### src/rtl/muldiv_pkg.sv
// muldiv_pkg: shared types and constants for the RV32M multiply/divide sequencer.
package muldiv_pkg;
    localparam int         XLEN      = 32;
    localparam logic [6:0] M_FUNCT7  = 7'b0000001;
    localparam logic [2:0] F3_MUL    = 3'b000;
    localparam logic [2:0] F3_MULH   = 3'b001;
    localparam logic [2:0] F3_MULHSU = 3'b010;
    localparam logic [2:0] F3_MULHU  = 3'b011;
    localparam logic [2:0] F3_DIV    = 3'b100;
    localparam logic [2:0] F3_DIVU   = 3'b101;
    localparam logic [2:0] F3_REM    = 3'b110;
    localparam logic [2:0] F3_REMU   = 3'b111;
    typedef enum logic [1:0] {IDLE, CALC, FIN} muldiv_state_t;
endpackage

### src/rtl/muldiv_signfix.sv
// muldiv_signfix: operand magnitude extraction and final sign correction/result selection.
module muldiv_signfix
    import muldiv_pkg::*;
(
    input  logic [2:0]        funct3,
    input  logic [XLEN-1:0]   src_a,
    input  logic [XLEN-1:0]   src_b,
    output logic              a_neg,
    output logic              b_neg,
    output logic [XLEN-1:0]   mag_a,
    output logic [XLEN-1:0]   mag_b,
    input  logic [2:0]        funct3_q,
    input  logic              sa_q,
    input  logic              sb_q,
    input  logic [2*XLEN-1:0] acc,
    output logic [XLEN-1:0]   fixed
);
    logic              a_signed, b_signed;
    logic [2*XLEN-1:0] prod;
    logic [XLEN-1:0]   quot, rem;
    always_comb begin
        a_signed = funct3 == F3_MULH || funct3 == F3_MULHSU || funct3 == F3_DIV || funct3 == F3_REM;
        b_signed = funct3 == F3_MULH || funct3 == F3_DIV || funct3 == F3_REM;
        a_neg    = a_signed && src_a[XLEN-1];
        b_neg    = b_signed && src_b[XLEN-1];
        mag_a    = a_neg ? -src_a : src_a;
        mag_b    = b_neg ? -src_b : src_b;
        prod     = (sa_q ^ sb_q) ? -acc : acc;
        quot     = (sa_q ^ sb_q) ? -acc[XLEN-1:0] : acc[XLEN-1:0];
        // remainder follows the dividend's sign
        rem      = sa_q ? -acc[2*XLEN-1:XLEN] : acc[2*XLEN-1:XLEN];
        fixed    = funct3_q[2] ? (funct3_q[1] ? rem : quot)
                               : (funct3_q == F3_MUL ? prod[XLEN-1:0] : prod[2*XLEN-1:XLEN]);
    end
endmodule

### src/rtl/muldiv_sequencer.sv
// muldiv_sequencer: iterative RV32M multiply/divide unit with pipeline stall and flush abort.
module muldiv_sequencer
    import muldiv_pkg::*;
(
    input  logic            clk,
    input  logic            reset_n,
    input  logic            start,
    input  logic            flush,
    input  logic [2:0]      Funct3,
    input  logic [XLEN-1:0] SrcA,
    input  logic [XLEN-1:0] SrcB,
    output logic            stall,
    output logic            busy,
    output logic            done,
    output logic [XLEN-1:0] Result
);
    muldiv_state_t     state_q, state_d;
    logic [5:0]        cnt_q, cnt_d;
    logic [2*XLEN-1:0] acc_q, acc_d, acc_step, mul_step, div_step;
    logic [XLEN-1:0]   mcand_q, mcand_d, result_q, result_d;
    logic [XLEN-1:0]   mag_a, mag_b, fixed, special_res;
    logic [2:0]        f3_q, f3_d;
    logic              sa_q, sa_d, sb_q, sb_d, a_neg, b_neg;
    logic              accept, special, last;
    logic [XLEN:0]     mul_sum, div_diff;

    muldiv_signfix u_signfix (
        .funct3(Funct3), .src_a(SrcA), .src_b(SrcB),
        .a_neg(a_neg), .b_neg(b_neg), .mag_a(mag_a), .mag_b(mag_b),
        .funct3_q(f3_q), .sa_q(sa_q), .sb_q(sb_q), .acc(acc_step), .fixed(fixed)
    );

    assign accept      = state_q == IDLE && start && !flush;
    assign special     = Funct3[2] && (SrcB == '0 || (!Funct3[0] && SrcA == 32'h8000_0000 && SrcB == '1));
    assign special_res = SrcB == '0 ? (Funct3[1] ? SrcA : '1) : (Funct3[1] ? '0 : 32'h8000_0000);
    assign last        = cnt_q == 6'd31;
    // acc holds {product} for multiply and {rem,quot} for divide
    assign mul_sum     = {1'b0, acc_q[2*XLEN-1:XLEN]} + {1'b0, acc_q[0] ? mcand_q : '0};
    assign mul_step    = {mul_sum, acc_q[XLEN-1:1]};
    assign div_diff    = acc_q[2*XLEN-1:XLEN-1] - {1'b0, mcand_q};
    assign div_step    = div_diff[XLEN] ? {acc_q[2*XLEN-2:0], 1'b0}
                                        : {div_diff[XLEN-1:0], acc_q[XLEN-2:0], 1'b1};
    assign acc_step    = f3_q[2] ? div_step : mul_step;

    always_ff @(posedge clk or negedge reset_n)
        if (!reset_n) state_q <= IDLE;
        else          state_q <= state_d;

    always_comb begin
        state_d = IDLE;
        case (state_q)
            IDLE:    state_d = accept ? (special ? FIN : CALC) : IDLE;
            CALC:    state_d = flush ? IDLE : (last ? FIN : CALC);
            default: state_d = IDLE;
        endcase
    end

    always_comb begin
        busy   = state_q != IDLE;
        done   = state_q == FIN && !flush;
        stall  = accept || state_q == CALC;
        Result = result_q;
    end

    always_comb begin
        cnt_d    = cnt_q;
        acc_d    = acc_q;
        mcand_d  = mcand_q;
        f3_d     = f3_q;
        sa_d     = sa_q;
        sb_d     = sb_q;
        result_d = result_q;
        if (accept) begin
            f3_d     = Funct3;
            sa_d     = a_neg;
            sb_d     = b_neg;
            acc_d    = {{XLEN{1'b0}}, mag_a};
            mcand_d  = mag_b;
            cnt_d    = '0;
            result_d = special ? special_res : result_q;
        end else if (state_q == CALC && !flush) begin
            cnt_d    = cnt_q + 6'd1;
            acc_d    = acc_step;
            result_d = last ? fixed : result_q;
        end
    end

    always_ff @(posedge clk or negedge reset_n)
        if (!reset_n) begin
            cnt_q    <= '0;
            acc_q    <= '0;
            mcand_q  <= '0;
            f3_q     <= '0;
            sa_q     <= 1'b0;
            sb_q     <= 1'b0;
            result_q <= '0;
        end else begin
            cnt_q    <= cnt_d;
            acc_q    <= acc_d;
            mcand_q  <= mcand_d;
            f3_q     <= f3_d;
            sa_q     <= sa_d;
            sb_q     <= sb_d;
            result_q <= result_d;
        end
endmodule

### config.mk
export PLATFORM = sky130hd
export DESIGN_NAME = muldiv_sequencer
export DESIGN_NICKNAME = d
export VERILOG_FILES = /design/src/rtl/muldiv_pkg.sv /design/src/rtl/muldiv_signfix.sv /design/src/rtl/muldiv_sequencer.sv
export SDC_FILE = /design/constraint.sdc
export NUM_CORES = 1
export LEC_CHECK = 0
export CELL_PAD_IN_SITES_DETAIL_PLACEMENT = 1
export CELL_PAD_IN_SITES_GLOBAL_PLACEMENT = 1
export CORE_ASPECT_RATIO = 1.4
export CORE_UTILIZATION = 44
export CTS_CLUSTER_DIAMETER = 40
export DETAILED_ROUTE_END_ITERATION = 7
export DONT_BUFFER_PORTS = 1
export GPL_TIMING_DRIVEN = 0
export PLACE_DENSITY_LB_ADDON = 0.1
export SYNTH_ARGS = -nofsm -noshare
export SYNTH_HDL_FRONTEND = slang
export SYNTH_SLANG_ARGS = --single-unit
### constraint.sdc
create_clock -name clk -period 4.9 [get_ports clk]
set_input_delay 0.49 -clock clk [delete_from_list [all_inputs] [get_ports clk]]
set_output_delay 0.49 -clock clk [all_outputs]
set_load 0.05 [all_outputs]
==> metrics, run 1 <==
status complete, but fails checks; failing checks negative hold slack, negative setup slack; Syn Area/Cell 7.291 um2; final setup violation count 14; CP endpoint kind register; Hold WC Path Type input port to async pin; CTS Buf Count 17; worst-path fanout max 5; Slew headroom 14.54%; routed length per instance 31.49 um; DP Area 0.01664 mm2; highest clock rate 197.2 MHz; I/O pins 106; # fillers 4460; Chip Width approximately 160 um; RR Endpoint Result[28]$_DFFE_PN0P_; #FFs+latches synth 141; synth top area cells dfrtp_1, o21ai_0, nand2_1; Detail Route Antenna Nets 0; post-synth cell types 94; Detailed Routing Iterations Pass 1 8; CTS tree done; register clock-pin slew on the reported worst setup and hold paths 0.07 ns; Critical Path, Cell by Cell clkinvlp_4 > ha_4 > nand4_1 > nor3_2 > a21oi_1 > a21oi_4 > o21ai_4 > buf_4 > or4_4 > and3_4 > or4_4 > nor4_4 > buf_4 > nand4_4 > o311a_1 > o32a_1; antenna violations before repair 2; RSZ-0062 raised after global routing yes; Leak Pwr 7.418 nW; number of synthesis warnings 0; Comb pwr share 72.5%; Slowest-stage cell, CP or4_4; Worst Setup Start Kind register; cell family with most CP delay simple AND/OR/NAND/NOR gates; worst path required time 5.24 ns; Worst Path Class, Setup register to register; Pwr Total 12.71 mW; Initial DRC Count 1622; FFs w/ async S/R, synth between 90% and 100%; Overflow after GRT 0; Residual DRC 0; pwr/cell area roughly 660 mW/mm2; max_cap viols 0; Max stage delay on crit path ~0.60 ns; CTS H-tree depth 4; Post-synth top flop dfrtp_1; layout cells sized above 1 17.80%; worst slew pin tran 1.273 ns; Critical Path AT around 5.4 ns; number of global-route vias before repair 19990; Yosys top cell area share 22.11%; most common library cells after synthesis nand2_1, o21ai_0, nor2_1; root buffer cell clkbuf_16; diode count 0; Design Area, Final 0.01940 mm2; total routed wirelength just under 90000 um; core area 0.03581 mm2; largest net degree at the start of global routing 142; GPL Wtd Cong roughly 1.1; flop-to-flop setup slack -0.17 ns; final worst setup slack -0.1703 ns; Final Hold Fails 21; worst path buffer plus inverter count 3; Via Count approximately 19000; Tcrit/Tclk final 103.5%; Mapped Cells 2189; Sw Ratio 56.13%; Total GRT Usage 46.61%; count leader, synth nand2_1; Initial Utilization 44.57%; EDFF count, synth 0; TritonCTS sink count 141; final max-slew violation count 0; R2R cell count 16; final hold slack -0.03012 ns; Period minus WS final 5.070 ns; Detail Placement HPWL between 60000 and 70000 um; final net count about 2400; Syn Nets 2332; Clk pwr share 11.6%; Setup Skew 0.01779 ns; Die H 227.3 um; Mapped Area around 0.016 mm2; Sequential Power Share 15.9%; first-pass GRT wire length 126100 um; Worst-Skew Late Latency 0.48 ns; post-synthesis sequential area ratio 22.11%; Layout area overhead 21.54%; P_int 5.574 mW; die area 0.03705 mm2; reported net switching power 7.133 mW; FF-to-FF Start mcand_q[31]$_DFFE_PN0P_; Via density 6.961; row cnt 82; Max IR drop VDD 321.3 uV; post-synth top area cell dfrtp_1; Max clock buf depth 2; PortBufs 0
[how the worst max path moves through the flow]
stage | from | end | slack, ns | cells past startpoint
detailed placement | f3_q[2]$_DFFE_PN0P_ | Result[10]$_DFFE_PN0P_ | -3.03 | 19
finish | mcand_q[31]$_DFFE_PN0P_ | Result[28]$_DFFE_PN0P_ | -0.17 | 16
CTS | mcand_q[10]$_DFFE_PN0P_ | Result[24]$_DFFE_PN0P_ | -0.13 | 23
global route | acc_q[0]$_DFFE_PN0P_ | Result[18]$_DFFE_PN0P_ | -0.33 | 17
global placement | f3_q[2]$_DFFE_PN0P_ | Result[10]$_DFFE_PN0P_ | -2.88 | 19
floorplan | acc_q[31]$_DFFE_PN0P_ | Result[16]$_DFFE_PN0P_ | 0.006 | 24
[placed cells by master, fill, tap and decap left out, types with 53 or more instances in the layout]
| master | count |
|---|---|
| xor2_1 | 78 |
| o211ai_1 | 57 |
| dfrtp_1 | 116 |
| xnor2_1 | 91 |
| nor2_1 | 172 |
| nand2_1 | 274 |
| nor3_1 | 61 |
| a21oi_1 | 138 |
| inv_1 | 63 |
| buf_4 | 101 |
| and2_1 | 53 |
| o21ai_0 | 220 |
| clkbuf_1 | 68 |
[routing by layer]
layer | part of all wire, % | vias to the layer above | global-route usage (%)
met2 | 46 | 974 | 77.46
li1 | - | 8282 | -
met4 | 12 | 4 | 47.90
met1 | 35 | 9550 | 47.57
met3 | 6.9 | 515 | 9.710
met5 | 0.033 | - | 0
[kinds of logic after synthesis]
family / share of synthesized area (%)
XOR/XNOR: 9.714
multiplexers: 3.152
adder cells (fa/ha/maj): 5.739
buffers and inverters: 4.720
AND/OR/NAND/NOR: 24.87
flip-flops: 22.11
AO/OA/AOI/OAI: 29.70
[metrics by stage]
stage / worst slack [ns] / util, % / TNS, ns / cells
global placement: -2.879 / 46.39 / -74.06 / 2651
CTS: -0.1318 / 52.01 / -0.9673 / 2750
detailed placement: -3.025 / 46.46 / -75.56 / 2652
finish: -0.1703 / 54.17 / -1.610 / 2776
global route: -0.3273 / 54.17 / -3.352 / 2776
floorplan: 0.005664 / - / 0 / 2189
[registers in the layout, summed over array words and instances, names as in the netlist]
| name | cells |
|---|---|
| acc_q | 64 |
| Result | 32 |
| mcand_q | 32 |
| cnt_q | 6 |
| f3_q | 3 |
| state_q | 2 |
| sa_q | 1 |
| sb_q | 1 |
[power by group through the flow]
stage	registers (mW)	clock network [mW]	logic [mW]
6_report	2.02	1.47	9.22
5_1_grt	2.02	1.50	9.72
4_1_cts	1.96	1.46	8.14
3_5_place_dp	1.98	0	7.02
3_3_place_gp	1.96	0	6.87
2_1_floorplan	1.73	0	5.00
[repair_timing]
item,in CTS,in global routing
setup endpoints to repair,58,27
gates resized for setup,203,133
pin swaps,60,59
hold endpoints to repair,141,0
setup buffers,72,29
hold buffers,1,0
[final cells by class]
class                   count  area, um2  area share [%]
clock inverters            14      188.9          0.9741
flip-flops and latches    141       3560           18.35
well taps                 462      578.1           2.980
clock buffers              18      439.2           2.264
multi-input cells        1856      12910           66.54
repair buffers            103      808.3           4.167
plain buffers             112      649.4           3.348
inverters                  70      266.5           1.374
No activity file was read; power rests on OpenSTA's default activity.
==> run 2: changes to the inputs <==
--- a/config.mk
+++ b/config.mk
@@ -5,10 +5,11 @@
 export SDC_FILE = /design/constraint.sdc
 export NUM_CORES = 1
 export LEC_CHECK = 0
+export ABC_AREA = 1
 export CELL_PAD_IN_SITES_DETAIL_PLACEMENT = 1
 export CELL_PAD_IN_SITES_GLOBAL_PLACEMENT = 1
 export CORE_ASPECT_RATIO = 1.4
-export CORE_UTILIZATION = 44
+export CORE_UTILIZATION = 42
 export CTS_CLUSTER_DIAMETER = 40
 export DETAILED_ROUTE_END_ITERATION = 7
 export DONT_BUFFER_PORTS = 1
==> run 2 against run 1 <==
The flow finishes with violations (negative hold slack, max-capacitance violations). Setup slack improved by 0.30 ns. Worst hold slack lost 0.043 ns. Core utilization down 6.9 points. Critical endpoint is now Result[14]$_DFFE_PN0P_. Highest routed layer unchanged.
==> metrics, run 2 <==
status complete, but fails checks; failing checks negative hold slack, max-capacitance violations; PortBufs 0; Crit path top cell by count buf_4; register clock-pin slew on the reported worst setup and hold paths 0.07 ns; CP startpoint mcand_q[28]$_DFFE_PN0P_; I/O pins 106; final max-slew violation count 0; Residual DRC 0; diode count 0; Total GRT Usage 41.47%; Mapped Cells 3040; flop-to-flop setup slack 0.13 ns; CTS H-tree depth 4; number of synthesis warnings 0; Worst Setup Start Kind register; Sw Ratio roughly three fifths; Critical Path Sink Result[14]$_DFFE_PN0P_; Tcrit/Tclk final 97.35%; Setup Skew 0.01542 ns; Die H 244.1 um; row cnt between 80 and 90; Post-synth top flop dfrtp_1; count leader, synth nand2_1; routed length per instance approximately 24 um; Pwr Total ~13 mW; most common cell after layout, fill and taps aside nand2_1; CP endpoint kind register; most frequent cells in the layout nand2_1, inv_1, nor2_1; number of global-route vias before repair 22370; Most flops, register acc_q; worst path required time ~5.3 ns; R2R cell count 31; Worst-Skew Late Latency ~0.48 ns; Via Count approximately 21000; pre-CTS WS -1.179 ns; # fillers about 5800; worst-path fanout max 5; Syn Area/Cell 5.783 um2; die area approximately 0.043 mm2; area of the multi-input gates ~0.012 mm2; final setup violation count 0; largest net degree at the start of global routing 142; CTS Buf Count 17; RR Endpoint Result[14]$_DFFE_PN0P_; reported net switching power 8.180 mW; final net count around 3200; register area roughly 0.0035 mm2; Slew headroom 0.9421%; Layout area overhead 11.01%; Hold WC Path Type input port to async pin; total routed wirelength 88460 um; Initial Utilization 42.58%; Detailed Routing Iterations Pass 1 5; highest clock rate 209.6 MHz; final hold slack -0.07278 ns; Via density around 5.7; Detail Placement HPWL 73680 um; antenna violations before repair 1; core area 0.04129 mm2; Worst Path Class, Setup register to register; TritonCTS sink count 141; cell family with most CP delay buffers and inverters; Period minus WS final ~4.8 ns; worst path buffer plus inverter count 13; most common library cells after synthesis nand2_1, inv_1, nor2_1; DP Area ~0.018 mm2; synth top area cells dfrtp_1, nand2_1, inv_1; post-synth top area cell dfrtp_1; EDFF count, synth 0; Overflow after GRT 0; Detail Route Antenna Nets 0; Leak Pwr around 10 nW; Initial DRC Count 1028; Clk pwr share 10.2%; Comb pwr share 75.9%; post-synth cell types 55; P_int 5.161 mW; worst slew pin tran around 1.5 ns; post-synthesis sequential area ratio between 20% and 30%; GPL Wtd Cong 1.009; Yosys top cell area share approximately 20%; Max IR drop VDD between 300 and 400 uV; FF-to-FF Start mcand_q[28]$_DFFE_PN0P_; final worst setup slack 0.1299 ns; #FFs+latches synth roughly 140; Syn Nets 3183; first-pass GRT wire length 131000 um; layout cells sized above 1 under 10%; setup TNS 0 ns; Design Area, Final 0.01952 mm2; max FFs per register 64; FFs w/ async S/R, synth 100.0%; CTS tree done; max_cap viols 1; Sequential Power Share 13.9%; Slowest-stage cell, CP dfrtp_2; Critical Path AT 5.13 ns; pwr/cell area around 700 mW/mm2; Max stage delay on crit path 0.52 ns; instance count on the critical path 31; Max clock buf depth 2; Final Hold Fails 22; Chip Width 174.9 um; root buffer cell clkbuf_16; Mapped Area 0.01758 mm2
## run 2: changes by cell type after synthesis, sizes merged, moves of 28 or more
cell	delta
nand3	+214
mux2i	-48
clkbuf	-28
a211oi	-33
inv	+380
and2	-53
nor2	+105
nand2	+694
xnor2	-83
o211ai	-45
a31oi	-36
## run 2: cell type report
class | instances | area share [%]
timing repair buffer | 39 | 1.750
buffer | 98 | 2.359
multi-input combinational | 2348 | 62.60
sequential | 141 | 18.16
inverter | 451 | 8.720
clock buffer | 18 | 2.199
clock inverter | 14 | 0.7501
tap | 540 | 3.462
## run 2: worst min path at each step
stage | from | to | slack (ns)
after floorplan | reset_n | Result[0]$_DFFE_PN0P_ | 0.19
after global placement | reset_n | acc_q[58]$_DFFE_PN0P_ | 0.21
after detailed placement | reset_n | acc_q[59]$_DFFE_PN0P_ | 0.21
after CTS | reset_n | Result[27]$_DFFE_PN0P_ | 0.03
after global routing | reset_n | Result[21]$_DFFE_PN0P_ | 0.01
final | reset_n | Result[21]$_DFFE_PN0P_ | -0.07
## run 2: what timing repair did
item,4_1_cts,5_1_grt
endpoints found under the setup margin,31,31
hold buffers,1,0
buffers inserted,23,16
pin swaps,11,21
endpoints found under the hold margin,141,0
gates cloned,1,0
gates resized for setup,36,51
## run 2: routing by layer
layer  wire, um  global-route usage (%)  vias to the layer above  share of wire, %
met4      10070                   40.49                        2                11
met2      43800                   74.29                      671                50
met5         11                       0                        -             0.012
met3       3641                   5.737                      372               4.1
met1      30950                   40.33                    10030                35
li1           -                       -                     9845                 -
## run 2: power groups by stage
stage,Sequential (mW),Clock [mW],Combinational [mW]
2_1_floorplan,1.61,0,6.60
3_3_place_gp,1.82,0,9.22
3_5_place_dp,1.83,0,9.46
4_1_cts,1.81,1.35,9.71
5_1_grt,1.87,1.40,11.0
6_report,1.86,1.35,10.1
## run 2: cell families (layout without fill, tap and decap cells)
logic type	Yosys count	after routing	share of synthesized area (%)
AO/OA/AOI/OAI	510	510	15.77
XOR/XNOR	98	98	4.883
adder cells (fa/ha/maj)	72	72	5.210
buffers and inverters	552	620	12.46
flip-flops	141	141	20.07
AND/OR/NAND/NOR	1667	1668	41.62
## run 2: worst reg2reg max path, delay by kind of cell, from the launching register on
kind | cells | cell delay, ns
buffers and inverters | 13 | 1.65
AND/OR/NAND/NOR | 11 | 1.27
adder cells (fa/ha/maj) | 2 | 0.56
flip-flops | 1 | 0.52
AO/OA/AOI/OAI | 4 | 0.48
XOR/XNOR | 1 | 0.17
## run 2: stage by stage
step | cells | utilization, %
3_3_place_gp | 3580 | 44.21
2_1_floorplan | 3040 | -
5_1_grt | 3649 | 47.26
6_report | 3649 | 47.26
4_1_cts | 3635 | 46.42
3_5_place_dp | 3580 | 44.21
